**config.mk**
```make
export PLATFORM = sky130hd
export DESIGN_NAME = fetch_unit
export DESIGN_NICKNAME = d
export VERILOG_FILES = /design/src/rtl/fetch_unit_pkg.sv /design/src/rtl/fetch_unit.sv
export SDC_FILE = /design/constraint.sdc
export NUM_CORES = 1
export LEC_CHECK = 0
export BUFFER_PORTS_ARGS = -buffer_cell sky130_fd_sc_hd__buf_2
export CAP_MARGIN = 10
export CORE_MARGIN = 2
export CORE_UTILIZATION = 50
export CTS_BUF_LIST = sky130_fd_sc_hd__clkbuf_16
export DETAILED_ROUTE_END_ITERATION = 8
export PLACE_DENSITY = 0.78
export SYNTH_ARGS = -nofsm -noshare
export SYNTH_HDL_FRONTEND = slang
export SYNTH_SLANG_ARGS = --single-unit
```
**constraint.sdc**
```tcl
create_clock -name clk -period 4.1 [get_ports clk]
set_input_delay 1.025 -clock clk [delete_from_list [all_inputs] [get_ports clk]]
set_output_delay 1.025 -clock clk [all_outputs]
set_load 0.01 [all_outputs]
```
**src/rtl/fetch_unit_pkg.sv**
```systemverilog
// Shared core definitions for the instruction fetch stage: state encoding,
// reset vector default and the canonical NOP word.
package fetch_unit_pkg;

  typedef enum logic [1:0] {
    FETCH = 2'd0,
    WAIT  = 2'd1,
    HOLD  = 2'd2
  } fetch_state_e;

  localparam logic [31:0] RESET_PC_DEFAULT = 32'h0000_0000;
  localparam logic [31:0] NOP_WORD         = 32'h0000_0013;

  function automatic logic [31:0] word_align(input logic [31:0] addr);
    return {addr[31:2], 2'b00};
  endfunction

endpackage

```
**src/rtl/fetch_unit.sv**
```systemverilog
// Single-outstanding instruction fetch stage with branch redirect, decode
// back-pressure and a one-deep output register feeding decode.
module fetch_unit
  import fetch_unit_pkg::*;
#(
  parameter logic [31:0] RESET_PC = RESET_PC_DEFAULT
) (
  input  logic        clk,
  input  logic        rst,
  input  logic        do_branch,
  input  logic [31:0] branch_target,
  input  logic        stall,
  output logic        imem_req,
  output logic [31:0] imem_addr,
  input  logic        imem_gnt,
  input  logic        imem_rvalid,
  input  logic [31:0] imem_rdata,
  output logic        if_valid,
  output logic [31:0] if_instr,
  output logic [31:0] if_pc,
  output logic        flush,
  output logic        misaligned
);

  fetch_state_e state, state_d;
  logic [31:0]  pc, pc_d;
  logic [31:0]  issued_pc, issued_pc_d;
  logic         discard, discard_d;
  logic         if_valid_d;
  logic [31:0]  if_instr_d, if_pc_d;
  logic         misaligned_d;

  always_comb begin
    state_d      = state;
    pc_d         = pc;
    issued_pc_d  = issued_pc;
    discard_d    = discard;
    if_valid_d   = if_valid & stall;
    if_instr_d   = if_instr;
    if_pc_d      = if_pc;
    misaligned_d = 1'b0;
    imem_req     = 1'b0;
    imem_addr    = pc;
    flush        = 1'b0;

    case (state)
      FETCH: begin
        // Never issue while a held instruction could collide with the reply.
        if (if_valid && stall) begin
          state_d = HOLD;
        end else begin
          imem_req = 1'b1;
          if (imem_gnt) begin
            issued_pc_d = pc;
            state_d     = WAIT;
          end
        end
      end
      WAIT: begin
        if (imem_rvalid) begin
          state_d   = FETCH;
          discard_d = 1'b0;
          if (!discard) begin
            if_valid_d = 1'b1;
            if_instr_d = imem_rdata;
            if_pc_d    = issued_pc;
            pc_d       = issued_pc + 32'd4;
          end
        end
      end
      HOLD: begin
        if (!stall) state_d = FETCH;
      end
      default: state_d = FETCH;
    endcase

    if (do_branch) begin
      flush        = 1'b1;
      if_valid_d   = 1'b0;
      pc_d         = word_align(branch_target);
      misaligned_d = |branch_target[1:0];
      // An in-flight request must still be drained before re-issuing.
      if (state == WAIT)
        discard_d = !imem_rvalid;
      else if (state == FETCH && imem_req && imem_gnt)
        discard_d = 1'b1;
      else
        state_d = FETCH;
    end

    if (rst) begin
      imem_req = 1'b0;
      flush    = 1'b0;
    end
  end

  always_ff @(posedge clk) begin
    if (rst) begin
      state      <= FETCH;
      pc         <= RESET_PC;
      issued_pc  <= 32'd0;
      discard    <= 1'b0;
      if_valid   <= 1'b0;
      if_instr   <= 32'd0;
      if_pc      <= 32'd0;
      misaligned <= 1'b0;
    end else begin
      state      <= state_d;
      pc         <= pc_d;
      issued_pc  <= issued_pc_d;
      discard    <= discard_d;
      if_valid   <= if_valid_d;
      if_instr   <= if_instr_d;
      if_pc      <= if_pc_d;
      misaligned <= misaligned_d;
    end
  end

endmodule

```
==> results.md, run 1 <==
Outcome:
- The flow ran to the end, and the final reports show no timing, DRC or antenna violations.

Routing:
- The number of iterations in the first detailed-routing pass is 5.
- Wires add up to 15.9 mm.
- For this run, design rule violations remaining after detail routing come to 0.
- After detailed routing, the number of vias per cell comes to 5.59.
- The via count is 5775.
- Once detail routing completed, the nets flagged for antenna violations numbered 0.
- The first-iteration detailed-routing DRC count is 488.
- In the final routed layout, each cell accounts on average for 15.4 microns.

Floorplanning:
- The width of the die is 111 microns.
- The die covers 0.0123 sq mm.
- In this run the standard cell core region covers 0.0113 sq mm.
- 170 I/O pins were placed.
- From bottom edge to top edge, the die measures 111 microns.
- Row generation in the floorplan step produced 39 rows.
- Once the floorplan was initialized, standard cells occupied 50.7% of the core.

Global routing:
- The number of antenna violations at the first check in global routing was 0.
- The residual overflow from global routing is 0.
- In the global route stage, overall resource usage came out at 25.5%.
- Entering global routing, the biggest net connects 83 pins.
- The global-route wire length before repair is 25.9 mm.
- The via count of the first global-routing pass came to 5192.

Pwr:
- The internal power consumption is 2.44 mW.
- The clock share of power is 49.1%.
- The sequential share of power is 43.0%.
- In this run the static leakage power is 2.84 nW.
- In this run the power spent charging and discharging nets is 0.764 mW.
- In this run the power density over the cells is 445 mW/mm^2.
- Net switching is 23.8% of the power.
- The combinational power share is 7.9%.
- VDD sags by at most 0.315 mV.

Timing:
- The final hold violation count is 0.
- The accumulated negative setup slack is 0 ps.
- The worst setup margin is 909 ps.
- The max-slew violation count came to 0.
- The slew at the pin closest to its max-slew limit is 1060 ps.
- The normalized max-slew margin is 28.9%.
- The period utilization is 77.8%.
- Setup repair after global routing left no endpoint under its margin.
- The clock skew after layout is 15.2 ps.
- The clock period minus worst slack is 3190 ps.
- Timing would allow up to 313 MHz.
- The final count of negative-setup-slack endpoints is 0.

Synth:
- The synthesized area divided by synthesized cell count is 7.69 sq um.
- The total standard cell area after synthesis is 0.00571 sq mm.
- The netlist uses 52 different library cells.
- Counting every instance in the synthesized netlist gives 743.
- The dominant synthesized flop cell is sky130_fd_sc_hd__dfxtp_1.
- In this run the biggest area consumer among cell types represents 46.6% of the synthesized area.
- The number of nets in the synthesized netlist is 814.
- During synthesis, Yosys emitted a total of 0 warnings.
- For this run, asynchronously set or reset flops after synthesis account for 0%.
- The share of the Yosys chip area taken by registers is 46.6%.
- The synthesized design contains 133 register bits.
- Counting flops with a built-in enable in the synthesized netlist gives 0.
- By area the synthesized netlist is led by sky130_fd_sc_hd__dfxtp_1 47%, sky130_fd_sc_hd__nand2_1 15%, sky130_fd_sc_hd__a21oi_1 9.6%, sky130_fd_sc_hd__clkbuf_1 2.9%, sky130_fd_sc_hd__o211ai_1 2.1%.
- The synthesized design spends more area on one cell type than any other, namely sky130_fd_sc_hd__dfxtp_1.

Clock network:
- The clock slew at the register clock pins of the worst setup and hold paths is 60 ps.
- The number of hold buffers added after cts is 0.
- Once the clock tree was built, the resizer swapped 0 gates to a different size.
- In this run, CTS created clock tree buffers numbering 17.
- The root cell of the clock tree is sky130_fd_sc_hd__clkbuf_16.
- Post-CTS timing repair inserted 0 buffers for setup.
- Counting along the longest clock path gives a buffer depth of 2.
- For this design, the sink count on the clock tree is 133.
- Clock latency on the worst-skew pair, taken at its later pin, is 420 ps.
- The H-tree generated during clock tree synthesis spans 4 levels.
- The TritonCTS clock tree is built.

Cells and area:
- The count of inserted antenna diode cells is 0.
- The fraction of final layout cells with drive strength greater than 1 is 24.1%.
- Compared with the post-synthesis result, the final layout area differs by 26.1%.
- The number of nets in the finished design is 949.
- The number of inserted filler cells in the final layout is 980.

Worst setup path:
- The required time of the critical path is 3070 ps.
- The register-to-register setup slack is 1820 ps.
- In this run the worst setup path begins at rst.
- The critical path launch point type is an input pin.
- Of all nets on the critical path, the largest fanout is 56.
- The terminus of the critical flop-to-flop path is imem_addr[27]$_SDFFE_PP0P_.
- For the worst setup path, the data arrival time is 2170 ps.
- The critical path capture point type is an output pin.
- The worst reg2reg path startpoint is issued_pc[4]$_SDFFE_PP0P_.
- The depth of the most critical reg-to-reg path is 4.
- The worst setup path is of the input pin to output pin kind.

Place:
- The number of buffers added on ports is 169.
- The post-detailed-placement half-perimeter wirelength is 10.5 mm.
- The weighted congestion reported at the end of routability-driven placement is 0.935.
- The setup slack at placement is 932 ps.

Hold path:
- The class of the tightest hold or removal check is register to register.
- The worst hold path startpoint is if_instr[9]$_SDFFE_PP0P_.
- The number of cells traversed by the worst hold path is 2.
- The hold path endpoint is if_instr[9]$_SDFFE_PP0P_.

Job:
- The max capacitance violation total is 0.
-- cells in the mapped netlist, drive strengths merged, types with 7 or more instances --
library cell / count
nor4: 10
nor2b: 15
a21oi: 110
nand3: 19
nand2: 225
clkbuf: 45
a22oi: 12
buf: 15
nand4: 13
nor2: 17
inv: 7
o211ai: 16
nor3: 15
o21ai: 9
dfxtp: 133
-- routing by layer --
layer | up-vias | global-route usage [%] | share of wire, %
li1 | 2842 | - | -
met1 | 2648 | 33.8 | 43
met2 | 251 | 40.1 | 48
met3 | 34 | 5.96 | 7.5
met4 | 0 | 10.8 | 2.3
met5 | - | 0 | 0
-- metrics by stage --
step | area, sq um | utilization (%) | hold WS, ps | power, mW | instances
finish | 7210 | 63.9 | 449 | 3.21 | 1034
global route | 7210 | 63.9 | 467 | 3.32 | 1034
CTS | 7210 | 63.9 | 451 | 3.22 | 1034
detailed placement | 6590 | 58.5 | 443 | 1.66 | 1002
floorplan | 5710 | - | 437 | 1.55 | 743
global placement | 6590 | 58.5 | 439 | 1.65 | 1002
-- worst max-delay path: stages --
cell and delay, ps:
sky130_fd_sc_hd__buf_4 470, sky130_fd_sc_hd__inv_1 300, sky130_fd_sc_hd__and2_1 210, sky130_fd_sc_hd__buf_2 140
-- power by group through the flow --
stage	combinational, mW	clock, mW	sequential (mW)
floorplan	0.140	0	1.41
global placement	0.249	0	1.41
detailed placement	0.253	0	1.41
CTS	0.255	1.59	1.38
global route	0.280	1.65	1.38
finish	0.254	1.57	1.38
-- cell usage in the layout, fill, tap and decap left out, types with 4 or more instances in the layout --
cell	instances
sky130_fd_sc_hd__a21oi_1	110
sky130_fd_sc_hd__a22oi_1	12
sky130_fd_sc_hd__and2_1	4
sky130_fd_sc_hd__and3_1	4
sky130_fd_sc_hd__and4_1	4
sky130_fd_sc_hd__buf_2	168
sky130_fd_sc_hd__buf_4	8
sky130_fd_sc_hd__bufinv_16	4
sky130_fd_sc_hd__clkbuf_16	17
sky130_fd_sc_hd__dfxtp_1	133
sky130_fd_sc_hd__inv_1	7
sky130_fd_sc_hd__nand2_1	225
sky130_fd_sc_hd__nand2b_1	4
sky130_fd_sc_hd__nand3_1	19
sky130_fd_sc_hd__nand3b_1	5
sky130_fd_sc_hd__nand4_1	12
sky130_fd_sc_hd__nor2_1	17
sky130_fd_sc_hd__nor2b_1	15
sky130_fd_sc_hd__nor3_1	14
sky130_fd_sc_hd__nor3b_1	4
sky130_fd_sc_hd__nor4_1	9
sky130_fd_sc_hd__o211ai_1	16
sky130_fd_sc_hd__o21a_1	5
sky130_fd_sc_hd__o21ai_0	9
sky130_fd_sc_hd__o22ai_1	6
sky130_fd_sc_hd__or4_1	5
sky130_fd_sc_hd__xnor2_1	6
-- layout make-up --
| type | count | area [sq um] | share of cell area, % |
|---|---|---|---|
| clock buffer | 17 | 425 | 5.90 |
| clock inverter | 15 | 188 | 2.60 |
| inverter | 7 | 26.3 | 0.365 |
| multi-input combinational | 543 | 2830 | 39.2 |
| sequential | 133 | 2660 | 36.9 |
| tap | 143 | 179 | 2.48 |
| timing repair buffer | 176 | 901 | 12.5 |
-- registers in the layout (all words and copies together), names as in the netlist --
register / flops
if_pc: 32
state: 2
imem_addr: 32
if_instr: 32
discard: 1
misaligned: 1
if_valid: 1
issued_pc: 32
-- worst max-delay path by stage --
stage          endpoint  slack [ps]
6_report       imem_req         910
5_1_grt        imem_req         820
4_1_cts        imem_req         930
3_5_place_dp   imem_req         930
3_3_place_gp   imem_req         930
2_1_floorplan     flush        1270
-- kinds of logic after synthesis --
kind of cell,after synthesis,synth area share (%)
muxes,1,0.175
DFF,133,46.6
AOI/OAI and AO/OA,179,18.5
xor gates and xnor gates,6,0.920
and+or+nand+nor,356,29.1
adders and majority gates,1,0.219
buffers and inverters,67,4.51
Note: power is estimated with default switching activity, not from simulation.
==> run 2, diff against run 1 <==
--- a/config.mk
+++ b/config.mk
@@ -8,10 +8,10 @@
 export BUFFER_PORTS_ARGS = -buffer_cell sky130_fd_sc_hd__buf_2
 export CAP_MARGIN = 10
 export CORE_MARGIN = 2
-export CORE_UTILIZATION = 50
+export CORE_UTILIZATION = 47
 export CTS_BUF_LIST = sky130_fd_sc_hd__clkbuf_16
 export DETAILED_ROUTE_END_ITERATION = 8
-export PLACE_DENSITY = 0.78
+export PLACE_DENSITY = 0.77
 export SYNTH_ARGS = -nofsm -noshare
 export SYNTH_HDL_FRONTEND = slang
 export SYNTH_SLANG_ARGS = --single-unit
==> constraint.sdc (replaced) <==
create_clock -name clk -period 2.6 [get_ports clk]
set_input_delay 0.65 -clock clk [delete_from_list [all_inputs] [get_ports clk]]
set_output_delay 0.65 -clock clk [all_outputs]
set_load 0.01 [all_outputs]
==> results.md, run 2 (synthesis gave the netlist of run 1 again) <==
Outcome:
- The run finished with clean final reports.

Timing:
- The slew at the pin closest to its max-slew limit is 640 ps.
- Setup slack on the critical path of the routed design comes to 484 ps.
- The final hold violation count was 0.
- Setup repair after global routing left no endpoint under its margin.
- The final count of negative-setup-slack endpoints is 0.
- The timing-limited maximum frequency is 473 MHz.
- The max-slew violation count is 0.
- The period utilization is 81.4%.
- After routing, the total negative slack on setup checks comes to 0 ps.
- The clock period minus worst slack is 2120 ps.
- On the final layout, the worst clock skew is 5.60 ps.
- The normalized max-slew margin is 57.4%.

Job:
- Max-cap violations in this run came to 0.

Place:
- Timing analysis after detailed placement gives a worst setup slack of 353 ps.
- The weighted congestion reported at the end of routability-driven placement is 0.847.
- The HPWL after detailed placement is 10.9 mm.
- The number of buffers added on ports is 169.

Pwr:
- The peak ir drop on the vdd network is 0.398 mV.
- Summed over all cells, the static leakage comes to 2.89 nW.
- Power comes to 4.71 mW.
- The power per cell area is 648 mW/mm^2.

Clock network:
- Counting every sink on the clock net gives 133.
- The number of hold buffers added after cts is 0.
- The clock slew at the register clock pins of the worst setup and hold paths is 50 ps.
- The TritonCTS clock tree is built.
- The clock passes through at most 2 buffers.
- Gates resized during post-CTS repair numbered 0.
- Post-CTS timing repair inserted 0 buffers for setup.
- The H-tree depth is 4.
- The clock reaches the later pin of the worst-skew pair after 410 ps.
- The root buffer cell chosen for the clock tree is sky130_fd_sc_hd__clkbuf_16.
- The clock buffer count from CTS is 17.

Global routing:
- The number of antenna violations at the first check in global routing was 0.
- The maximum number of pins on one net before global-route repair is 83.
- The via count of the first global-routing pass was 5179.
- For this run the aggregate overflow at the end of global routing stands at 0.
- Across every metal layer, demand over resource in global routing totals 24.4%.
- The first global-routing pass estimated 25.6 mm of wire.

Cells and area:
- The count of inserted antenna diode cells is 0.
- The fraction of final layout cells with drive strength greater than 1 is 25.2%.
- Leaving out fill and tap cells, the most frequent cell in the layout is sky130_fd_sc_hd__nand2_1.
- The number of nets in the finished design is 967.
- At the end of the flow the core is filled with cells to 60.8%.
- The layout-stage area growth over the synthesis result is 27.2%.
- In the layout the commonest cells are 225 x sky130_fd_sc_hd__nand2_1, 168 x sky130_fd_sc_hd__buf_2, 133 x sky130_fd_sc_hd__dfxtp_1.

Worst setup path:
- The data arrival time of the worst path is 1470 ps.
- The source of the critical timing path is rst.
- The worst setup path is launched from an input pin.
- The startpoint identified for the worst register-to-register timing path is issued_pc[2]$_SDFFE_PP0P_.
- The critical path capture point type is an output pin.
- The required time of the critical path is 1950 ps.
- The maximum fanout along the worst path is 25.
- The critical path start-end classification is input pin to output pin.

Hold path:
- The worst hold path startpoint is branch_target[0].
- The path class of the tightest hold or removal check is input pin to register.

Floorplanning:
- The height of the die is 114 microns.
- The row count is 40.
- The die covers 0.0131 sq mm.
- The floorplan step defined a core boundary enclosing 0.0120 sq mm.
- The die is 114 microns wide.
- In this run the count of I/O pins placed on the die edge is 170.
- The initial utilization of the core area, before any placement, comes to 47.8%.

Routing:
- After detailed routing, the number of remaining DRC violations is 0.
- Wires add up to 15.8 mm.
- The first-iteration detailed-routing DRC count is 351.
- The detail route stage leaves a number of antenna-violating nets equal to 0.
- The detailed router placed 5799 vias in this run.
- Before antenna repair, the detailed router went through 4 iterations.
- The routed length per instance is 15.0 microns.
- The per-cell via count in the routed design is 5.49.
==> run 2: cell count changes in the layout (fill, tap and decap cells not counted), sizes merged <==
cell	delta
clkinv	+3
buf	+18
bufinv	-3
inv	+1
clkinvlp	-1
==> run 2: worst paths after layout <==
check	to	slack (ps)	cells after the start
min	misaligned$_SDFF_PN0_	440	2
max reg2reg	imem_addr[18]$_SDFFE_PP0P_	580	5
max	imem_req	480	4
min reg2reg	if_pc[24]$_SDFFE_PP0P_	450	2
==> run 2: final cells by class <==
| class | instances | area (sq um) |
|---|---|---|
| flip-flops and latches | 133 | 2660 |
| well taps | 147 | 184 |
| clock buffers | 17 | 425 |
| clock inverters | 15 | 97.6 |
| repair buffers | 194 | 1050 |
| multi-input cells | 543 | 2830 |
| inverters | 7 | 26.3 |
| fillers | 1112 | 4690 |
==> run 2: power by group <==
group	switching, mW	internal [mW]
Combinational	0.251	0.169
Clock	0.843	1.28
Sequential	0.0644	2.11
==> run 2: metal layers <==
| layer | routed length (microns) | track usage, % | part of all wire (%) | up-vias |
|---|---|---|---|---|
| li1 | - | - | - | 2878 |
| met1 | 7060 | 32.1 | 45 | 2690 |
| met2 | 7390 | 38.1 | 47 | 199 |
| met3 | 980 | 5.88 | 6.2 | 32 |
| met4 | 367 | 10.7 | 2.3 | 0 |
| met5 | 0 | 0 | 0 | - |
==> run 2: critical path: stages <==
cell and delay (ps):
sky130_fd_sc_hd__buf_4 260, sky130_fd_sc_hd__inv_1 230, sky130_fd_sc_hd__and2_1 190, sky130_fd_sc_hd__buf_2 140
==> run 2: per-stage QoR <==
| stage | cells | instance area [sq um] | hold WS (ps) |
|---|---|---|---|
| after floorplan | 743 | 5710 | 437 |
| after global placement | 1024 | 6750 | 439 |
| after detailed placement | 1024 | 6750 | 444 |
| after CTS | 1056 | 7270 | 428 |
| after global routing | 1056 | 7270 | 441 |
| final | 1056 | 7270 | 436 |
